==> config.mk <==
export PLATFORM = sky130hd
export DESIGN_NAME = mru_button_front_flat
export DESIGN_NICKNAME = d
export VERILOG_FILES = /design/src/rtl/mru_pkg.sv /design/src/rtl/mru_button_front_if.sv /design/src/rtl/mru_debounce.sv /design/src/rtl/mru_button_front.sv /design/src/flat_wrapper.sv
export SDC_FILE = /design/constraint.sdc
export NUM_CORES = 1
export LEC_CHECK = 0
export ABC_AREA = 1
export CAP_MARGIN = 15
export CORE_MARGIN = 5
export CORE_UTILIZATION = 47
export CTS_BUF_LIST = sky130_fd_sc_hd__clkbuf_8
export DETAILED_ROUTE_END_ITERATION = 7
export GPL_TIMING_DRIVEN = 0
export PLACE_DENSITY = 0.66
export SYNTH_ARGS = -nofsm -noshare
export SYNTH_HDL_FRONTEND = slang
export SYNTH_SLANG_ARGS = --single-unit
==> constraint.sdc <==
create_clock -name clk -period 1.47 [get_ports clk]
set_input_delay 0.294 -clock clk [delete_from_list [all_inputs] [get_ports clk]]
set_output_delay 0.294 -clock clk [all_outputs]
set_load 0.01 [all_outputs]
==> src/rtl/mru_pkg.sv <==
// Shared types and helpers for the MRU button front end: event record,
// index width and small mask utilities used by the arbiter and output decode.
package mru_pkg;

  localparam int N_BTN = 5;
  localparam int IDX_W = 3;

  // Queued event; is_release is only ever set when release events are compiled in.
  typedef struct packed {
    logic             is_release;
    logic [IDX_W-1:0] idx;
  } mru_evt_t;

  function automatic logic [N_BTN-1:0] idx_to_onehot(input logic [IDX_W-1:0] idx);
    idx_to_onehot = '0;
    for (int i = 0; i < N_BTN; i++) begin
      idx_to_onehot[i] = (idx == IDX_W'(i));
    end
  endfunction

  function automatic logic [IDX_W-1:0] lowest_idx(input logic [N_BTN-1:0] mask);
    lowest_idx = '0;
    for (int i = N_BTN - 1; i >= 0; i--) begin
      if (mask[i]) lowest_idx = IDX_W'(i);
    end
  endfunction

endpackage

==> src/rtl/mru_button_front_if.sv <==
// Event channel from the button front end to the MRU tracker.
// Valid/ready: an event transfers on every clk edge where evt_valid && evt_ready;
// while evt_valid=1 and evt_ready=0 the head event holds steady; ready while not valid is ignored.
interface mru_button_front_if;
  import mru_pkg::*;

  logic             evt_valid;
  logic             evt_ready;
  logic [IDX_W-1:0] evt_idx;
  logic [N_BTN-1:0] evt_onehot;
  logic             evt_release;

  modport master (output evt_valid, evt_idx, evt_onehot, evt_release, input evt_ready);
  modport slave  (input evt_valid, evt_idx, evt_onehot, evt_release, output evt_ready);
endinterface

==> src/rtl/mru_debounce.sv <==
// One button: two-flop synchronizer, disagreement counter and stable level,
// plus registered one-cycle press (and, with MRU_BTN_RELEASE_EN, release) strobes.
module mru_debounce #(
  parameter int DEBOUNCE_CYCLES = 1000000
) (
  input  logic clk,
  input  logic rst,
  input  logic raw,
`ifdef MRU_BTN_RELEASE_EN
  output logic rel,
`endif
  output logic level,
  output logic press
);

  localparam int CNT_W = (DEBOUNCE_CYCLES > 2) ? $clog2(DEBOUNCE_CYCLES) : 1;
  localparam logic [CNT_W-1:0] CNT_LAST = CNT_W'(DEBOUNCE_CYCLES - 1);

  logic             sync1, sync2;
  logic             stable, stable_d;
  logic [CNT_W-1:0] cnt;

  always_ff @(posedge clk) begin
    if (rst) begin
      sync1    <= 1'b0;
      sync2    <= 1'b0;
      stable   <= 1'b0;
      stable_d <= 1'b0;
      cnt      <= '0;
      press    <= 1'b0;
`ifdef MRU_BTN_RELEASE_EN
      rel      <= 1'b0;
`endif
    end else begin
      sync1    <= raw;
      sync2    <= sync1;
      stable_d <= stable;
      press    <= stable & ~stable_d;
`ifdef MRU_BTN_RELEASE_EN
      rel      <= ~stable & stable_d;
`endif
      // The level flips only after DEBOUNCE_CYCLES consecutive disagreeing samples.
      if (sync2 != stable) begin
        if (cnt == CNT_LAST) begin
          stable <= ~stable;
          cnt    <= '0;
        end else begin
          cnt <= cnt + 1'b1;
        end
      end else begin
        cnt <= '0;
      end
    end
  end

  assign level = stable;

endmodule

==> src/rtl/mru_button_front.sv <==
// Debounced push-button front end: one event per press, queued in a show-ahead FIFO.
// Optional release events are compiled in with MRU_BTN_RELEASE_EN.
module mru_button_front
  import mru_pkg::*;
#(
  parameter int DEBOUNCE_CYCLES = 1000000,
  parameter int FIFO_DEPTH      = 4
) (
  input  logic                clk,
  input  logic                rst,
  input  logic [N_BTN-1:0]    btn_raw,
  mru_button_front_if.master  evt,
  output logic [N_BTN-1:0]    btn_level,
  output logic                overflow
);

  localparam int AW = $clog2(FIFO_DEPTH);

  logic [N_BTN-1:0] press_stb, pend_press, clr_press;
  logic             press_merge;
`ifdef MRU_BTN_RELEASE_EN
  logic [N_BTN-1:0] rel_stb, pend_rel, clr_rel;
  logic             rel_merge;
`endif

  for (genvar i = 0; i < N_BTN; i++) begin : g_btn
    mru_debounce #(.DEBOUNCE_CYCLES(DEBOUNCE_CYCLES)) u_deb (
      .clk   (clk),
      .rst   (rst),
      .raw   (btn_raw[i]),
`ifdef MRU_BTN_RELEASE_EN
      .rel   (rel_stb[i]),
`endif
      .level (btn_level[i]),
      .press (press_stb[i])
    );
  end

  // FIFO pointers carry one extra wrap bit to tell full from empty.
  mru_evt_t        mem [FIFO_DEPTH];
  logic [AW:0]     wr_ptr, rd_ptr;
  logic            empty, full, pop, push;
  mru_evt_t        push_evt, head;

  assign empty = (wr_ptr == rd_ptr);
  assign full  = (wr_ptr[AW] != rd_ptr[AW]) && (wr_ptr[AW-1:0] == rd_ptr[AW-1:0]);
  assign pop   = evt.evt_valid && evt.evt_ready;
  assign head  = mem[rd_ptr[AW-1:0]];

  // Presses win over releases; lowest index first within each class.
  always_comb begin
    push      = 1'b0;
    push_evt  = '0;
    clr_press = '0;
`ifdef MRU_BTN_RELEASE_EN
    clr_rel   = '0;
`endif
    if (!full || pop) begin
      if (|pend_press) begin
        push         = 1'b1;
        push_evt.idx = lowest_idx(pend_press);
        clr_press    = idx_to_onehot(push_evt.idx);
      end
`ifdef MRU_BTN_RELEASE_EN
      else if (|pend_rel) begin
        push                = 1'b1;
        push_evt.is_release = 1'b1;
        push_evt.idx        = lowest_idx(pend_rel);
        clr_rel             = idx_to_onehot(push_evt.idx);
      end
`endif
    end
  end

  assign press_merge = |(press_stb & pend_press & ~clr_press);
`ifdef MRU_BTN_RELEASE_EN
  assign rel_merge   = |(rel_stb & pend_rel & ~clr_rel);
`endif

  always_ff @(posedge clk) begin
    if (rst) begin
      wr_ptr     <= '0;
      rd_ptr     <= '0;
      pend_press <= '0;
      overflow   <= 1'b0;
`ifdef MRU_BTN_RELEASE_EN
      pend_rel   <= '0;
`endif
    end else begin
      if (push) wr_ptr <= wr_ptr + 1'b1;
      if (pop)  rd_ptr <= rd_ptr + 1'b1;
      pend_press <= (pend_press & ~clr_press) | press_stb;
      if (press_merge) overflow <= 1'b1;
`ifdef MRU_BTN_RELEASE_EN
      pend_rel <= (pend_rel & ~clr_rel) | rel_stb;
      if (rel_merge) overflow <= 1'b1;
`endif
    end
  end

  // Storage needs no reset: it is only visible through the pointers.
  always_ff @(posedge clk) begin
    if (push) mem[wr_ptr[AW-1:0]] <= push_evt;
  end

  assign evt.evt_valid   = !empty;
  assign evt.evt_idx     = empty ? '0 : head.idx;
  assign evt.evt_onehot  = empty ? '0 : idx_to_onehot(head.idx);
  assign evt.evt_release = !empty && head.is_release;

endmodule

==> src/flat_wrapper.sv <==
// flat-port wrapper written by rule: the top's interface ports become plain ports
module mru_button_front_flat import mru_pkg::*;
#(
  parameter int DEBOUNCE_CYCLES = 1000000,
  parameter int FIFO_DEPTH      = 4
)
  (clk, rst, btn_raw, btn_level, overflow, evt_evt_valid, evt_evt_idx, evt_evt_onehot, evt_evt_release, evt_evt_ready);
  mru_button_front_if evt_i ();
  input  logic clk;
  input  logic rst;
  input  logic [N_BTN-1:0] btn_raw;
  output logic [N_BTN-1:0] btn_level;
  output logic overflow;
  output wire logic [$bits(evt_i.evt_valid)-1:0] evt_evt_valid;
  output wire logic [$bits(evt_i.evt_idx)-1:0] evt_evt_idx;
  output wire logic [$bits(evt_i.evt_onehot)-1:0] evt_evt_onehot;
  output wire logic [$bits(evt_i.evt_release)-1:0] evt_evt_release;
  input wire logic [$bits(evt_i.evt_ready)-1:0] evt_evt_ready;
  assign evt_evt_valid = evt_i.evt_valid;
  assign evt_evt_idx = evt_i.evt_idx;
  assign evt_evt_onehot = evt_i.evt_onehot;
  assign evt_evt_release = evt_i.evt_release;
  assign evt_i.evt_ready = evt_evt_ready;
  mru_button_front #(.DEBOUNCE_CYCLES(DEBOUNCE_CYCLES), .FIFO_DEPTH(FIFO_DEPTH)) u_core (.clk(clk), .rst(rst), .btn_raw(btn_raw), .evt(evt_i), .btn_level(btn_level), .overflow(overflow));
endmodule
Yosys cells after proc, flatten, opt, wreduce, memory -nomap -nowiden

Memory sizes are Yosys's and may differ from the RTL's. A register that Yosys moved wholly into a read port is not among the register bits.
Index checks and enable logic that the tools add are counted.

Bits in registers: 137
Bits in latches: 0
RAM bits: 12
ROM bits: 0
Input bits: 8
Output and inout bits: 16
Logic and storage cells: 127
Memories: 1

Add/subtract/negate cells: 7
Multipliers: 0
Divide/modulo/power cells: 0
Order comparisons: 0
Equality and inequality tests: 21
Shifts and indexed selects: 0
Mux-type cells: 19
Bitwise logic cells: 25
Reductions and logical operators: 20

Memories:

| name       | words | bits a word | read ports | clocked after Yosys merged registers in | wr ports | line                   | RTL |
|---|---|---|---|---|---|---|---|
| u_core.mem | 4     | 3           | 1          | 1                                       | 1        | mru_button_front.sv:40 | `mru_evt_t mem [FIFO_DEPTH];` |

Operators with widths:

| kind                                          | count |
|---|---|
| adder 20 x 1 -> 20 bit, second input constant | 5 |
| == test 20 bit, second input constant         | 5 |
| two-way mux 3 bit                             | 10 |
| bitwise AND 5 bit                             | 3 |
| two-way mux 5 bit                             | 3 |
| inverter 1 bit                                | 15 |
| OR reduction 3 bit                            | 5 |
| == test 3 x 2 -> 1 bit, second input constant | 4 |
| AND reduction 2 bit                           | 5 |
| OR reduction 5 bit                            | 2 |
| adder 3 x 1 -> 3 bit, second input constant   | 2 |
| == test 3 x 1 -> 1 bit, second input constant | 2 |
| == test 3 bit, second input constant          | 2 |
| zero test 3 bit                               | 2 |
| inequality test 1 bit                         | 6 |
| bitwise AND 1 bit                             | 5 |
| inverter 5 bit                                | 1 |
| OR 5 bit                                      | 1 |
| two-way mux 1 bit                             | 4 |
| two-way mux 2 bit                             | 2 |
| == test 3 bit                                 | 1 |
| == test 2 bit                                 | 1 |
| logical AND 1 bit                             | 2 |
| zero test 1 bit                               | 2 |
| 2 further kinds                               | 2 |

Logic depth before layout (Yosys ltp)

Depth in word-level cells: 13
Gate-level depth with buffers: 12

Hierarchy

From an unflattened synthesis, not the netlist that was laid out.

Cell total of the unflattened synthesis: 996
Area total of the unflattened synthesis: 7244.4 µm²

Modules (own cells, without submodules):

| module           | times used | cells each | area each (µm²) | seq. area each (µm²) |
|---|---|---|---|---|
| mru_debounce     | 5          | 167        | 1179.9          | 500.5 |
| mru_button_front | 1          | 161        | 1345.0          | 640.6 |

Worst setup path before layout

Ideal clock, no wire load.

Path kind: reg-to-output
From: register (tool-made name)
To: output port evt_evt_onehot[0]
Data arrival time: 1.260 ns
Path slack: -0.084 ns
Cell stages (with the launch flop): 6
Cells stage by stage: dfxtp_1 -> inv_1 -> o21ai_1 -> o22ai_1 -> or2_1 -> nor3b_1

RTL lines:

| what             | line               | RTL |
|---|---|---|
| end: declaration | flat_wrapper.sv:16 | `output wire logic [$bits(evt_i.evt_onehot)-1:0] evt_evt_onehot;` |

==> summary.txt <==
Run status
  – Status: complete, but fails checks
  – Violated checks: negative setup slack

Finish
  – ANT cells: 0
  – Commonest non-fill, non-tap cell in the layout: nand2_1
  – FF/Latch Area: about 3200 µm²
  – Core Util, Final: 0.647
  – Commonest cells after routing, fill and taps aside: 151 x nand2_1, 124 x inv_1, 114 x nor2_1
  – Fillers: around 1200
  – Layout cells sized above 1: 0.348
  – Area of the multi-input gates: approximately 4000 µm²
  – P&R area growth vs syn: 34.2%
  – Final net count: 1103

Power and ir drop
  – P per Cell Area: slightly above 800 nW/µm²
  – Overall power: slightly below 8 mW
  – Max IR drop VDD: about 0.00064 V
  – Lkg Pwr: between 3 and 4 nW

Clock tree
  – CTS Buf Count: 17
  – CTS tree: yes
  – CTS Root Cell: clkbuf_8
  – Reg clk slew, reported paths: 0.08 ns
  – CTS Hold Bufs: 0
  – H-tree Lvls: 4
  – Skew-Pair Late Insertion Delay: between 0.4 and 0.5 ns
  – Clock buffer depth: 2
  – CTS sink cnt: approximately 150

Global route
  – Initial antenna violation count: 0
  – Pin count of the biggest net entering global routing: 17
  – Number of global-route vias before repair: 5735
  – Grt total ovfl: 0
  – Overall Global Routing Usage: 0.174
  – Global-route wire length before repair: 25400 µm

Synth
  – Synth area leader: dfxtp_1
  – Warnings, synthesis: 0
  – Top cell type's share of synthesized area: 0.394
  – Post-synth EDFFs: 12
  – Post-Syn Instances: just under 1000
  – Post-synthesis sequential area ratio: 0.445
  – Post-synthesis async set-or-reset flop share: 0
  – Syn Area/Cell: 7.28 µm²
  – Post-Syn Area: between 7000 and 8000 µm²
  – Synth Net Count: between 900 and 1000
  – Synth area leaders: dfxtp_1 39%, nand2_1 9.6%, nor2_1 7.9%
  – Synth Register Bits: 151
  – Synth Flop Type: dfxtp_1
  – Synth cell types: 42

Timing
  – Final period util: 1.36
  – Min cycle time layout: approximately 2.0 ns
  – Slew HR: 0.629
  – Fin worst setup slack: -0.522 ns
  – Min Hold Slack: around 0.37 ns
  – Final setup fails: between 50 and 60
  – Slew Viols, Final: 0
  – Final Skew: between 0.01 and 0.015 ns
  – Fin. Hold Viols: 0
  – Maximum clock rate: 502 MHz
  – Worst-margin pin slew: ~0.56 ns
  – Total negative slack: -6.81 ns
  – RSZ-0062 raised after global routing: yes

Routing
  – Initial DRC count: 440
  – Antenna viol nets, final: 0
  – WL final: ~16000 µm
  – Vias per inst: 5.04
  – Via count: 6452
  – Iteration count of the initial detailed-routing pass: 5
  – # DRC: 0
  – Post-DR wirelength/cell: about 13 µm

Critical path
  – Crit path DAT: roughly 1.7 ns
  – CP required: 1.18 ns
  – Crit-path cells: o21ai_0 -> o22ai_2 -> buf_4 -> nor3_1 -> buf_2
  – CP Capture Type: output port
  – Worst-path fanout max: 7
  – CP max stage delay: between 0.3 and 0.4 ns
  – Critical-path top delay cell: dfxtp_4
  – Crit Path Class: reg2out
  – CP startpoint kind: flop
  – R2r setup slk: -0.11 ns

Place
  – Number of port buffers: 22
  – Pre-CTS setup slack: -0.616 ns
  – Global placement routability congestion: 0.881
  – HPWL Detailed: about 9900 µm

Die
  – Rows: 44
  – Die span in y: 133 µm
  – Die area: approximately 18000 µm²
  – Die span in x: roughly 130 µm
  – Top Ports: 24
  – Initial Util: 0.482
  – Core Region: between 10000 and 15000 µm²

Flow run
  – Max-cap check violation count: 0

Min path
  – Min-Delay Path Class: in2reg
[stage by stage]
stage / std cells / area [µm²]
final: 1279 / 9470
after global routing: 1279 / 9470
after CTS: 1255 / 8700
after detailed placement: 1176 / 7540
after global placement: 1176 / 7540
after floorplan: 970 / 7090
[kinds of logic (layout without fill, tap and decap cells)]
logic type                 Yosys count  count (layout)  share of synthesized area
AOI/OAI and AO/OA                   96              96                     0.0720
xor gates and xnor gates            23              23                     0.0285
adders and majority gates           10              10                     0.0177
buffers and inverters              161             286                     0.0915
DFF                                151             151                      0.445
other                                1               1                   0.000531
and+or+nand+nor                    528             528                      0.344
[final cells by class]
cell class	count	share of cell area
Buffer	18	0.0163
Clock buffer	21	0.0305
Clock inverter	8	0.0104
Inverter	142	0.0579
Multi-Input combinational cell	658	0.429
Sequential cell	151	0.341
Tap cell	184	0.0243
Timing Repair Buffer	97	0.0903
[sequential cells by signal, indices dropped and copies added, names as in the netlist, named ones only]
name / cells
u_core.rd_ptr: 3
u_core.g_btn.u_deb.cnt: 100
u_core.g_btn.u_deb.level: 5
u_core.pend_press: 5
u_core.overflow: 1
u_core.mem: 12
u_core.g_btn.u_deb.sync2: 5
u_core.wr_ptr: 3
u_core.g_btn.u_deb.press: 5
u_core.g_btn.u_deb.stable_d: 5
u_core.g_btn.u_deb.sync1: 5
[where the power goes]
group	switching, mW	leakage (nW)	internal (mW)	total (mW)
registers	0.0301	1.26	4.15	4.18
clock network	1.50	0.195	1.65	3.16
logic	0.237	2.13	0.220	0.457
[synthesized netlist by cell type, types with 2 or more instances]
cell,instances
nand2_1,181
nor2_1,149
dfxtp_1,139
inv_1,138
a21oi_1,61
nor3_1,59
nand3_1,42
nand4_1,36
o21ai_0,19
xor2_1,17
edfxtp_1,12
ha_1,10
nor3b_1,10
buf_4,9
nor2_2,9
or2_0,9
or2_2,8
nand2_2,7
buf_2,6
xnor2_1,6
a31oi_1,4
inv_2,4
nand3b_1,4
clkbuf_1,3
o21a_1,3
o21ai_1,3
a211oi_1,2
nand3_2,2
nor2_4,2
nor3_4,2
o22ai_1,2
or2_1,2
[critical path: cells and delay by family (launching register included)]
family | cells | cell delay [ns]
DFF | 1 | 0.38
and+or+nand+nor | 1 | 0.16
buffers and inverters | 2 | 0.32
AOI/OAI and AO/OA | 2 | 0.37
[worst paths after layout]
kind / startpoint / to / depth (start not counted)
max reg2reg: u_core.g_btn[2].u_deb.cnt[0]$_SDFF_PP0_ / u_core.g_btn[2].u_deb.cnt[16]$_SDFF_PP0_ / 9
min reg2reg: u_core.g_btn[0].u_deb.stable_d$_SDFF_PP0_ / u_core.g_btn[0].u_deb.press$_SDFF_PP0_ / 1
min: btn_raw[0] / u_core.g_btn[0].u_deb.sync1$_SDFF_PP0_ / 3
max: flop / evt_evt_onehot[2] / 5
[routing by layer]
metal,vias up,GRT usage,share of wire
met5,-,0,0
met1,2976,0.223,0.45
li1,3356,-,-
met3,34,0.0467,0.032
met2,86,0.278,0.49
met4,0,0.0704,0.022
[timing repair]
action,4_1_cts,5_1_grt
pin swaps,29,41
cloned,4,1
gates resized for setup,177,183
endpoints found under the setup margin,137,149
setup buffers,46,27
(Power assumes the default switching activity.)
